[config.mk]
export PLATFORM = sky130hd
export DESIGN_NAME = mem_arbiter
export DESIGN_NICKNAME = d
export VERILOG_FILES = /design/src/rtl/mem_arbiter.sv
export SDC_FILE = /design/constraint.sdc
export NUM_CORES = 1
export LEC_CHECK = 0
export BUFFER_PORTS_ARGS = -buffer_cell sky130_fd_sc_hd__buf_4
export CAP_MARGIN = 10
export CELL_PAD_IN_SITES_DETAIL_PLACEMENT = 2
export CELL_PAD_IN_SITES_GLOBAL_PLACEMENT = 2
export CORE_ASPECT_RATIO = 1.25
export CORE_MARGIN = 2
export CORE_UTILIZATION = 29
export DETAILED_ROUTE_END_ITERATION = 7
export HOLD_SLACK_MARGIN = 0.05
export PLACE_DENSITY = 0.82
export RECOVER_POWER = 100
export SLEW_MARGIN = 10
export SYNTH_ARGS = -nofsm -noshare
export SYNTH_HDL_FRONTEND = slang
export SYNTH_SLANG_ARGS = --single-unit
[constraint.sdc]
create_clock -name clk -period 4.4 [get_ports clk]
set_input_delay 0.88 -clock clk [delete_from_list [all_inputs] [get_ports clk]]
set_output_delay 0.88 -clock clk [all_outputs]
set_load 0.05 [all_outputs]
[src/rtl/mem_arbiter.sv]
// mem_arbiter
//   Two-port round-robin arbiter/sequencer in front of a single-port memory.
//   Port 0 (instruction fetch) and port 1 (data load/store) issue req/ack
//   transactions. One transaction runs at a time; read data is returned on
//   the port's rdata and completion is signalled by a one-cycle ack pulse.
//
// Ports
//   clk, rst              clock, synchronous active-high reset
//   req0/1, we0/1         request (held until ack) and write enable per port
//   addr0/1, wdata0/1     address and write data per port
//   ack0/1, rdata0/1      completion pulse and read result per port
//   grant                 port owning the current/last transaction
//   busy                  high whenever the sequencer is not idle
//   mem_we/addr/din       memory write enable, address, write data
//   mem_dout              memory read data, valid MEM_RD_LAT cycles after addr
//
// state  | meaning
// IDLE   | waiting for a request; the ack cycle of the previous access is here
// ACCESS | address/data/we presented to memory for one cycle
// WAIT   | read latency countdown, capture mem_dout when the count hits zero
// DONE   | completion; ack raised on the edge leaving this state

module mem_arbiter #(
  parameter int ADDR_WIDTH = 8,
  parameter int DATA_WIDTH = 8,
  parameter int MEM_RD_LAT = 1
) (
  input  logic                  clk,
  input  logic                  rst,
  input  logic                  req0,
  input  logic                  req1,
  input  logic                  we0,
  input  logic                  we1,
  input  logic [ADDR_WIDTH-1:0] addr0,
  input  logic [ADDR_WIDTH-1:0] addr1,
  input  logic [DATA_WIDTH-1:0] wdata0,
  input  logic [DATA_WIDTH-1:0] wdata1,
  output logic                  ack0,
  output logic                  ack1,
  output logic [DATA_WIDTH-1:0] rdata0,
  output logic [DATA_WIDTH-1:0] rdata1,
  output logic                  grant,
  output logic                  busy,
  output logic                  mem_we,
  output logic [ADDR_WIDTH-1:0] mem_addr,
  output logic [DATA_WIDTH-1:0] mem_din,
  input  logic [DATA_WIDTH-1:0] mem_dout
);

  typedef enum logic [1:0] {
    S_IDLE   = 2'd0,
    S_ACCESS = 2'd1,
    S_WAIT   = 2'd2,
    S_DONE   = 2'd3
  } state_t;

  localparam logic [1:0] CNT_INIT = (MEM_RD_LAT > 0) ? 2'(MEM_RD_LAT - 1) : 2'd0;

  state_t                state_q,      state_d;
  logic                  last_grant_q, last_grant_d;
  logic                  grant_q,      grant_d;
  logic                  busy_q,       busy_d;
  logic                  ack0_q,       ack0_d;
  logic                  ack1_q,       ack1_d;
  logic                  mem_we_q,     mem_we_d;
  logic                  we_lat_q,     we_lat_d;
  logic [1:0]            cnt_q,        cnt_d;
  logic [ADDR_WIDTH-1:0] mem_addr_q,   mem_addr_d;
  logic [DATA_WIDTH-1:0] mem_din_q,    mem_din_d;
  logic [DATA_WIDTH-1:0] rdata0_q,     rdata0_d;
  logic [DATA_WIDTH-1:0] rdata1_q,     rdata1_d;
  logic                  pick;

  always_comb begin
    state_d      = state_q;
    last_grant_d = last_grant_q;
    grant_d      = grant_q;
    busy_d       = busy_q;
    ack0_d       = 1'b0;
    ack1_d       = 1'b0;
    mem_we_d     = 1'b0;
    we_lat_d     = we_lat_q;
    cnt_d        = cnt_q;
    mem_addr_d   = mem_addr_q;
    mem_din_d    = mem_din_q;
    rdata0_d     = rdata0_q;
    rdata1_d     = rdata1_q;
    // Under contention the port that did not win last time goes first.
    pick         = (req0 && req1) ? ~last_grant_q : req1;

    case (state_q)
      S_IDLE: begin
        if (req0 || req1) begin
          grant_d    = pick;
          we_lat_d   = pick ? we1 : we0;
          mem_we_d   = pick ? we1 : we0;
          mem_addr_d = pick ? addr1 : addr0;
          mem_din_d  = pick ? wdata1 : wdata0;
          busy_d     = 1'b1;
          state_d    = S_ACCESS;
        end
      end
      S_ACCESS: begin
        if (we_lat_q) begin
          state_d = S_DONE;
        end else if (MEM_RD_LAT == 0) begin
          // Combinational memory: data is valid during ACCESS itself.
          if (grant_q) rdata1_d = mem_dout;
          else         rdata0_d = mem_dout;
          state_d = S_DONE;
        end else begin
          cnt_d   = CNT_INIT;
          state_d = S_WAIT;
        end
      end
      S_WAIT: begin
        if (cnt_q == 2'd0) begin
          if (grant_q) rdata1_d = mem_dout;
          else         rdata0_d = mem_dout;
          state_d = S_DONE;
        end else begin
          cnt_d = cnt_q - 2'd1;
        end
      end
      S_DONE: begin
        ack0_d       = ~grant_q;
        ack1_d       = grant_q;
        last_grant_d = grant_q;
        busy_d       = 1'b0;
        state_d      = S_IDLE;
      end
      default: begin
        busy_d  = 1'b0;
        state_d = S_IDLE;
      end
    endcase
  end

  always_ff @(posedge clk) begin
    if (rst) begin
      state_q      <= S_IDLE;
      last_grant_q <= 1'b1;
      grant_q      <= 1'b0;
      busy_q       <= 1'b0;
      ack0_q       <= 1'b0;
      ack1_q       <= 1'b0;
      mem_we_q     <= 1'b0;
      we_lat_q     <= 1'b0;
      cnt_q        <= 2'd0;
      mem_addr_q   <= '0;
      mem_din_q    <= '0;
      rdata0_q     <= '0;
      rdata1_q     <= '0;
    end else begin
      state_q      <= state_d;
      last_grant_q <= last_grant_d;
      grant_q      <= grant_d;
      busy_q       <= busy_d;
      ack0_q       <= ack0_d;
      ack1_q       <= ack1_d;
      mem_we_q     <= mem_we_d;
      we_lat_q     <= we_lat_d;
      cnt_q        <= cnt_d;
      mem_addr_q   <= mem_addr_d;
      mem_din_q    <= mem_din_d;
      rdata0_q     <= rdata0_d;
      rdata1_q     <= rdata1_d;
    end
  end

  // The memory writes on the edge ending ACCESS; masking with rst keeps a
  // reset asserted during ACCESS from committing the pending write.
  assign mem_we   = mem_we_q & ~rst;
  assign ack0     = ack0_q;
  assign ack1     = ack1_q;
  assign rdata0   = rdata0_q;
  assign rdata1   = rdata1_q;
  assign grant    = grant_q;
  assign busy     = busy_q;
  assign mem_addr = mem_addr_q;
  assign mem_din  = mem_din_q;

endmodule

# Word level (Yosys, flattened, before mapping)
# Cells that the tools add are included.
[totals] latchBits=0 n_memories=0 reg_bits=43 mem_bits_rw=0 word_cells=55 input_bits=46 romBits=0
[classes] eq_ne=7 n_mux=13 magnitude_cmp=0 n_addsub=1 n_div=0 bitwise_logic=7 n_reduce_logical=14 n_mul=0 shift=0
[ops] cell="8-bit 2-to-1 mux" n=2
[ops] cell="3-bit AND reduction" n=3
[ops] cell="2-bit 2-to-1 mux" n=4
[ops] cell="2-bit != test, second input constant" n=4
[ops] cell="2-bit case mux with 4 select lines" n=1
[ops] cell="1-bit inverter" n=6
[ops] cell="2-bit AND reduction" n=3
[ops] cell="2-bit equality test, second input constant" n=2
[ops] cell="2-bit zero test" n=2
[ops] cell="1-bit 2-to-1 mux" n=4
[ops] cell="2-bit case mux with 2 select lines" n=1
[ops] cell="2-bit nonzero test" n=2
[ops] cell="3-bit OR reduction" n=1
[ops] cell="2-bit by 1-bit equality test with 1-bit output, second input constant" n=1
[ops] cell="1-bit case mux with 2 select lines" n=1
[ops] cell="2-bit OR reduction" n=1
[ops] cell="2-bit by 1-bit subtractor with 2-bit output, second input constant" n=1
[ops] cell="1-bit bitwise AND" n=1
[ops] cell="1-bit logical AND" n=1
[ops] cell="1-bit logical OR" n=1

# Longest topological paths before layout
# Gate-level depths: netlist of the first run.
[logic_depth] word_depth=3 depth_mapped=7 depth_no_buf=5

# Worst setup path after synthesis of the first run
# No wires, ideal clock.
[synth_timing] kind="input-to-output" from="input port rst" to="output port mem_we" t_required_ns=3.520 stages=2 arrival_ns=1.723 slack_ns=1.797 n_path_buf=1 cell_sequence="buf_2 -> nor2b_1"
[synth_via] elab_chain_cells=2
[synth_lines] element="start: declaration" line="29" rtl="input logic rst,"
[synth_lines] element="1-bit inverter" line="173" rtl="assign mem_we = mem_we_q & ~rst;"
[synth_lines] element="1-bit bitwise AND" line="173"
[synth_lines] element="end: declaration" line="44" rtl="output logic mem_we,"
# No other way between the ends.

# Worst setup path in the final report of the first run
[layout_timing] from="input port req0" to="register mem_addr_q[6] (netlist: mem_addr[6])"
[layout_via] elab_chain_cells=3 word_cells_on_any_way=5
[layout_lines] element="start: declaration" line="30" rtl="input logic req0,"
[layout_lines] element="1-bit logical AND" line="89" rtl="pick = (req0 && req1) ? ~last_grant_q : req1;"
[layout_lines] element="1-bit 2-to-1 mux" line="89"
[layout_lines] element="8-bit 2-to-1 mux" line="97" rtl="mem_addr_d = pick ? addr1 : addr0;"
[layout_lines] element="end signal: assignment" line="164" rtl="mem_addr_q <= mem_addr_d;"
[layout_lines] element="end: declaration" line="68" rtl="logic [ADDR_WIDTH-1:0] mem_addr_q, mem_addr_d;"
# Parallel ways exist; a longest one is shown, timed or not.
# A chain may end at the register's enable or synchronous reset.

==> results of run 1 <==
==> final timing paths <==
check	from	endpoint	cells past startpoint
min	busy	busy	2
max	req0	mem_addr[6]	4
max reg2reg	state_q[0]	mem_addr[0]	5
min reg2reg	busy	busy	2
==> synth_stat cells (2+ instances only) <==
cell type	number
sky130_fd_sc_hd__a211o_1	2
sky130_fd_sc_hd__a211oi_1	7
sky130_fd_sc_hd__a211oi_2	11
sky130_fd_sc_hd__a21oi_1	18
sky130_fd_sc_hd__a22oi_1	2
sky130_fd_sc_hd__buf_2	2
sky130_fd_sc_hd__buf_6	5
sky130_fd_sc_hd__clkbuf_1	4
sky130_fd_sc_hd__dfxtp_1	43
sky130_fd_sc_hd__ha_1	7
sky130_fd_sc_hd__inv_1	4
sky130_fd_sc_hd__mux2i_1	18
sky130_fd_sc_hd__nand2_1	17
sky130_fd_sc_hd__nand2b_1	4
sky130_fd_sc_hd__nor2_1	37
sky130_fd_sc_hd__nor2b_1	3
sky130_fd_sc_hd__nor3b_1	2
sky130_fd_sc_hd__o21a_1	2
sky130_fd_sc_hd__o32ai_1	3
==> cell families (layout without fill, tap and decap cells) <==
kind of cell,after synthesis,after routing,synth area share
AND/OR/NAND/NOR,67,67,0.151
multiplexers,18,18,0.0929
buffers and inverters,16,94,0.0535
flip-flops,43,43,0.444
AO/OA/AOI/OAI,50,50,0.214
adder cells (fa/ha/maj),7,7,0.0452
==> per-layer routing <==
layer / up-vias / global-route usage / part of all wire
met5: - / 0 / 0
met4: 0 / 0.0595 / 0.011
met3: 5 / 0.0379 / 0.046
met2: 44 / 0.300 / 0.55
met1: 878 / 0.174 / 0.39
li1: 848 / - / -
==> flip-flops by register name, summed over array words and instances, names as in the netlist <==
name	cells
mem_din	8
grant	1
cnt_q	2
ack0	1
we_lat_q	1
rdata0	8
mem_we_q	1
rdata1	8
mem_addr	8
ack1	1
last_grant_q	1
state_q	2
busy	1
==> power by group through the flow <==
stage	registers [mW]	clock network, mW	logic, mW
after global placement	0.553	0	0.859
after floorplan	0.809	0	0.402
final	0.544	0.367	0.797
after CTS	0.549	0.378	0.898
after detailed placement	0.557	0	0.890
after global routing	0.560	0.396	0.863
==> cell type report <==
| class | count | area, µm² |
|---|---|---|
| fillers | 794 | 3990 |
| multi-input cells | 142 | 940 |
| well taps | 87 | 109 |
| flip-flops and latches | 43 | 861 |
| clock buffers | 5 | 68.8 |
| repair buffers | 82 | 473 |
| clock inverters | 3 | 67.6 |
| inverters | 4 | 15.0 |
==> worst register-to-register path: stages (launching register included) <==
cell and delay, ps:
sky130_fd_sc_hd__dfxtp_1 340, sky130_fd_sc_hd__inv_1 140, sky130_fd_sc_hd__ha_1 290, sky130_fd_sc_hd__o21ai_0 780, sky130_fd_sc_hd__a21oi_1 450, sky130_fd_sc_hd__a211oi_1 120
==> load_flow_metrics.sql, run 1 <==
INSERT INTO impl_metrics (metric_group, metric, value, unit) VALUES
('outcome', 'status', 'complete, but fails checks', ''),
('outcome', 'violations', 'capacitance limit, slew limit', ''),
('die', 'fp.coreArea', '6520', 'µm²'),
('setup_path', 'ordered_list_of_cells_on_the_worst_path', 'clkbuf_1, o21ai_0, a21oi_1, a211oi_1', ''),
('cells_and_area', 'n_antenna_cell', '0', ''),
('synth', 'synth_top_area_frac', '0.444', ''),
('cells_and_area', 'syn2layout_area_growth', '30.6', '%'),
('synth', 'synth_cell_type_count', '29', ''),
('cells_and_area', 'layout.cells.most_common', 'sky130_fd_sc_hd__buf_4', ''),
('grt', 'grt_antenna_before_repair', '0', ''),
('grt', 'track_usage', '0.160', ''),
('power', 'seqPwrFrac', '0.319', ''),
('setup_path', 'worstSetupPathType', 'primary input to flop', ''),
('die', 'std_cell_rows', '33', ''),
('cells_and_area', 'final_nets', '331', ''),
('power', 'design_power_total', '1.71', 'mW'),
('die', 'dieArea', '7360', 'µm²'),
('place', 'placement.cell_area', '2570', 'µm²'),
('grt', 'grt_overflow_total', '0', ''),
('cells_and_area', 'final_util', '0.388', ''),
('setup_path', 'worstPathMaxFanout', '19', ''),
('power', 'switching_share', '0.453', ''),
('clock_network', 'cts_root_buffer', 'sky130_fd_sc_hd__clkbuf_8', ''),
('synth', 'synthCells', '201', ''),
('sta', 'fin_hold_ws', '492', 'ps'),
('flow_run', 'cap_violations', '1', ''),
('die', 'pin_count', '83', ''),
('synth', 'yosys_warnings', '0', ''),
('clock_network', 'cts.sinks', '43', ''),
('sta', 'timing.fmax', '325', 'MHz'),
('die', 'die-height', '95.4', 'µm'),
('power', 'clock_power_share', '0.215', ''),
('synth', 'synth_area_per_cell', '9.65', 'µm²'),
('setup_path', 'cp_data_arrival_time', '3260', 'ps'),
('place', 'post-dp-hpwl', '4.28', 'mm'),
('power', 'comb_power_share', '0.467', ''),
('cells_and_area', 'stdcell_area', '2530', 'µm²'),
('setup_path', 'crit_path_max_incr_delay', '1730', 'ps'),
('sta', 'max_slew_margin', '-0.535', ''),
('route', 'detailroute.via_count', '1775', ''),
('sta', 'layout_setup_ws', '1330', 'ps'),
('setup_path', 'endpoint_kind', 'flop', ''),
('synth', 'share_of_flip_flops_with_an_asynchronous_set_or_reset_after_synthesis', '0', ''),
('route', 'drt_pass1_iterations', '4', ''),
('power', 'net_switching_component_of_the_power', '774', 'µW'),
('synth', 'synth_enable_flop_cells', '0', ''),
('clock_network', 'cts.path.max_buffers', '2', ''),
('cells_and_area', 'filler_free_cell_count_of_the_finished_design', '366', ''),
('clock_network', 'clkTransAtPathRegs', '80', 'ps'),
('route', 'route.antenna.remaining_nets', '0', ''),
('synth', 'synth-seq-area-share', '0.444', ''),
('grt', 'grt_first_pass_wirelength', '9.25', 'mm'),
('clock_network', 'tritoncts.num_buffers', '5', ''),
('synth', 'most_area_consuming_cells_after_synthesis', 'sky130_fd_sc_hd__dfxtp_1 (44%), sky130_fd_sc_hd__mux2i_1 (9.3%), sky130_fd_sc_hd__nor2_1 (7.2%)', ''),
('power', 'powerDensity', '674', 'nW/µm²'),
('clock_network', 'post_cts.repair.setup_buffers', '0', ''),
('synth', 'ys_dominant_reg_cell', 'sky130_fd_sc_hd__dfxtp_1', ''),
('power', 'p_leak', '1.14', 'nW'),
('sta', 'max_slew_violation_count', '20', ''),
('sta', 'layout_min_cycle_time', '3070', 'ps'),
('setup_path', 'critical_path.slowest_cell', 'sky130_fd_sc_hd__o21ai_0', ''),
('setup_path', 'critical_path.startpoint_type', 'primary input', ''),
('synth', 'ys_ff_latch', '43', ''),
('sta', 'report.final.hold_viol_count', '0', ''),
('route', 'drt-wirelength-per-cell', '16.2', 'µm'),
('synth', 'net_count_synth', '254', ''),
('place', 'place_ws', '1820', 'ps'),
('route', 'detail_route.vias_per_cell', '4.85', ''),
('clock_network', 'cts_hold_buffers', '0', ''),
('setup_path', 'critical_path_required', '4590', 'ps'),
('grt', 'grt_max_degree', '48', '');
No activity file was read; power rests on OpenSTA's default activity.
==> run 2, diff against run 1 <==
CORE_UTILIZATION = 27   (was 29)
PLACE_DENSITY = 0.77   (was 0.82)
clock period = 3.1 ns   (was 4.4 ns; I/O delays follow)
==> load_flow_metrics.sql, run 2 (synthesized netlist as in run 1, its figures left out) <==
INSERT INTO impl_metrics (metric_group, metric, value, unit) VALUES
('die', 'fp.coreArea', '6980', 'µm²'),
('grt', 'track_usage', '0.157', ''),
('route', 'drt_pass1_iterations', '4', ''),
('grt', 'grt_first_pass_wirelength', '9.61', 'mm'),
('die', 'die-height', '98.8', 'µm'),
('power', 'irDropWorstVdd', '0.341', 'mV'),
('sta', 'grt_setup_unrepaired', 'no', ''),
('cells_and_area', 'layout.cells.most_common', 'sky130_fd_sc_hd__buf_4', ''),
('cells_and_area', 'syn2layout_area_growth', '29.0', '%'),
('route', 'drt-initial-drc-count', '91', ''),
('setup_path', 'ordered_list_of_cells_on_the_worst_path', 'clkbuf_2, nor2b_1, buf_4', ''),
('setup_path', 'timing.rr.end', 'mem_din[5]', ''),
('die', 'die-width', '79.8', 'µm'),
('setup_path', 'worst_r2r_path_depth', '5', ''),
('die', 'std_cell_rows', '34', ''),
('clock_network', 'cts_root_buffer', 'sky130_fd_sc_hd__clkbuf_8', ''),
('route', 'detail_route.wirelength', '5.86', 'mm'),
('setup_path', 'worstPathMaxFanout', '47', ''),
('route', 'route.antenna.remaining_nets', '0', ''),
('clock_network', 'tritoncts.num_buffers', '5', ''),
('clock_network', 'insertion_delay', '290', 'ps'),
('clock_network', 'clkTransAtPathRegs', '80', 'ps'),
('sta', 'report.final.hold_viol_count', '0', ''),
('setup_path', 'crit_end', 'mem_we', ''),
('outcome', 'status', 'finished clean', ''),
('place', 'post-dp-hpwl', '4.36', 'mm'),
('cells_and_area', 'layout_common_cells', 'sky130_fd_sc_hd__buf_4 (45), sky130_fd_sc_hd__dfxtp_1 (43), sky130_fd_sc_hd__clkbuf_1 (38), sky130_fd_sc_hd__nor2_1 (37)', ''),
('cells_and_area', 'final_util', '0.359', ''),
('flow_run', 'cap_violations', '0', ''),
('die', 'initial_core_util', '0.278', ''),
('power', 'powerDensity', '904', 'nW/µm²'),
('grt', 'grt_antenna_before_repair', '0', ''),
('setup_path', 'ff2ff_setup_slack', '1020', 'ps'),
('power', 'p_leak', '1.12', 'nW'),
('cells_and_area', 'n_antenna_cell', '0', ''),
('sta', 'layout_min_cycle_time', '2370', 'ps'),
('setup_path', 'cp_data_arrival_time', '1750', 'ps'),
('grt', 'grt_overflow_total', '0', ''),
('setup_path', 'endpoint_kind', 'output port', ''),
('setup_path', 'startpoint', 'rst', ''),
('setup_path', 'r2r-start', 'state_q[0]', ''),
('sta', 'max_slew_violation_count', '0', ''),
('setup_path', 'critical_path.slowest_cell', 'sky130_fd_sc_hd__clkbuf_2', ''),
('sta', 'worstMarginPinSlew', '1420', 'ps'),
('grt', 'number_of_global_route_vias_before_repair', '1928', ''),
('sta', 'fin_setup_tns', '0', 'ps'),
('route', 'drcViolationCount', '0', ''),
('clock_network', 'tritoncts', 'done', ''),
('setup_path', 'worstSetupPathType', 'primary input to output port', ''),
('clock_network', 'cts-htree-levels', '2', ''),
('sta', 'skew', '3.59', 'ps'),
('cells_and_area', 'final_nets', '331', ''),
('clock_network', 'cts.path.max_buffers', '2', ''),
('sta', 'setup_violations', '0', ''),
('sta', 'timing.fmax', '421', 'MHz'),
('die', 'pin_count', '83', ''),
('setup_path', 'crit_path_max_incr_delay', '760', 'ps'),
('setup_path', 'critical_path_required', '2480', 'ps'),
('power', 'design_power_total', '2.26', 'mW'),
('place', 'buffer_ports.inserted', '82', ''),
('sta', 'max_slew_margin', '0.0491', ''),
('clock_network', 'post_cts.repair.setup_buffers', '0', ''),
('clock_network', 'cts.sinks', '43', ''),
('cells_and_area', 'layout-drive-gt1-share', '0.229', ''),
('setup_path', 'critical_path.startpoint_type', 'primary input', ''),
('clock_network', 'cts_hold_buffers', '0', ''),
('sta', 'timing.final.crit_share', '0.766', ''),
('route', 'detailroute.via_count', '1749', ''),
('place', 'placement.cell_area', '2580', 'µm²'),
('clock_network', 'post_cts.resized_instances', '0', ''),
('min_path', 'hp-class', 'flop to flop', ''),
('place', 'place_congestion', '0.675', ''),
('cells_and_area', 'stdcell_area', '2500', 'µm²'),
('die', 'dieArea', '7880', 'µm²'),
('route', 'detail_route.vias_per_cell', '4.74', ''),
('route', 'drt-wirelength-per-cell', '15.9', 'µm'),
('grt', 'grt_max_degree', '48', '');
run 2: changes by cell type in the layout (fill, tap and decap cells not counted), sizes merged:
cell | previous run | this run
bufinv | 2 | 0
buf | 44 | 45
clkbuf | 43 | 44
clkinv | 0 | 1
clkinvlp | 1 | 0
run 2: layer usage:
layer / GRT usage / vias up / wire [µm]
met3: 0.0293 / 4 / 209
met1: 0.187 / 860 / 2360
met4: 0.0430 / 0 / 57
met2: 0.284 / 37 / 3240
met5: 0 / - / 0
li1: - / 848 / -
run 2: how the worst min path moves through the flow:
stage	depth (start not counted)	to	start
CTS	2	busy	busy
detailed placement	2	busy	busy
floorplan	2	state_q[1]	state_q[1]
global route	2	busy	busy
global placement	2	rdata1[0]	rdata1[0]
finish	2	busy	busy
run 2: power breakdown:
group,switching [mW],internal (mW),leakage (nW),total (mW)
combinational,0.817,0.319,0.730,1.14
sequential,0.0880,0.687,0.352,0.775
clock,0.192,0.159,0.0422,0.350
run 2: per-stage QoR:
step,worst slack (ps),instances,hold slack [ps]
floorplan,1020,201,493
global placement,1060,361,478
detailed placement,1070,361,488
CTS,1060,369,508
global route,576,369,525
finish,727,369,495
run 2: cell type report:
type,instances,area (µm²)
well taps,90,113
clock buffers,7,76.3
flip-flops and latches,43,861
inverters,4,15.0
clock inverters,1,5.00
fillers,822,4470
repair buffers,82,478
multi-input cells,142,955
run 2: worst max-delay path: cells and delay by family:
kind	cells	cell delay (ps)
buf+inv	2	990
simple gates	1	110
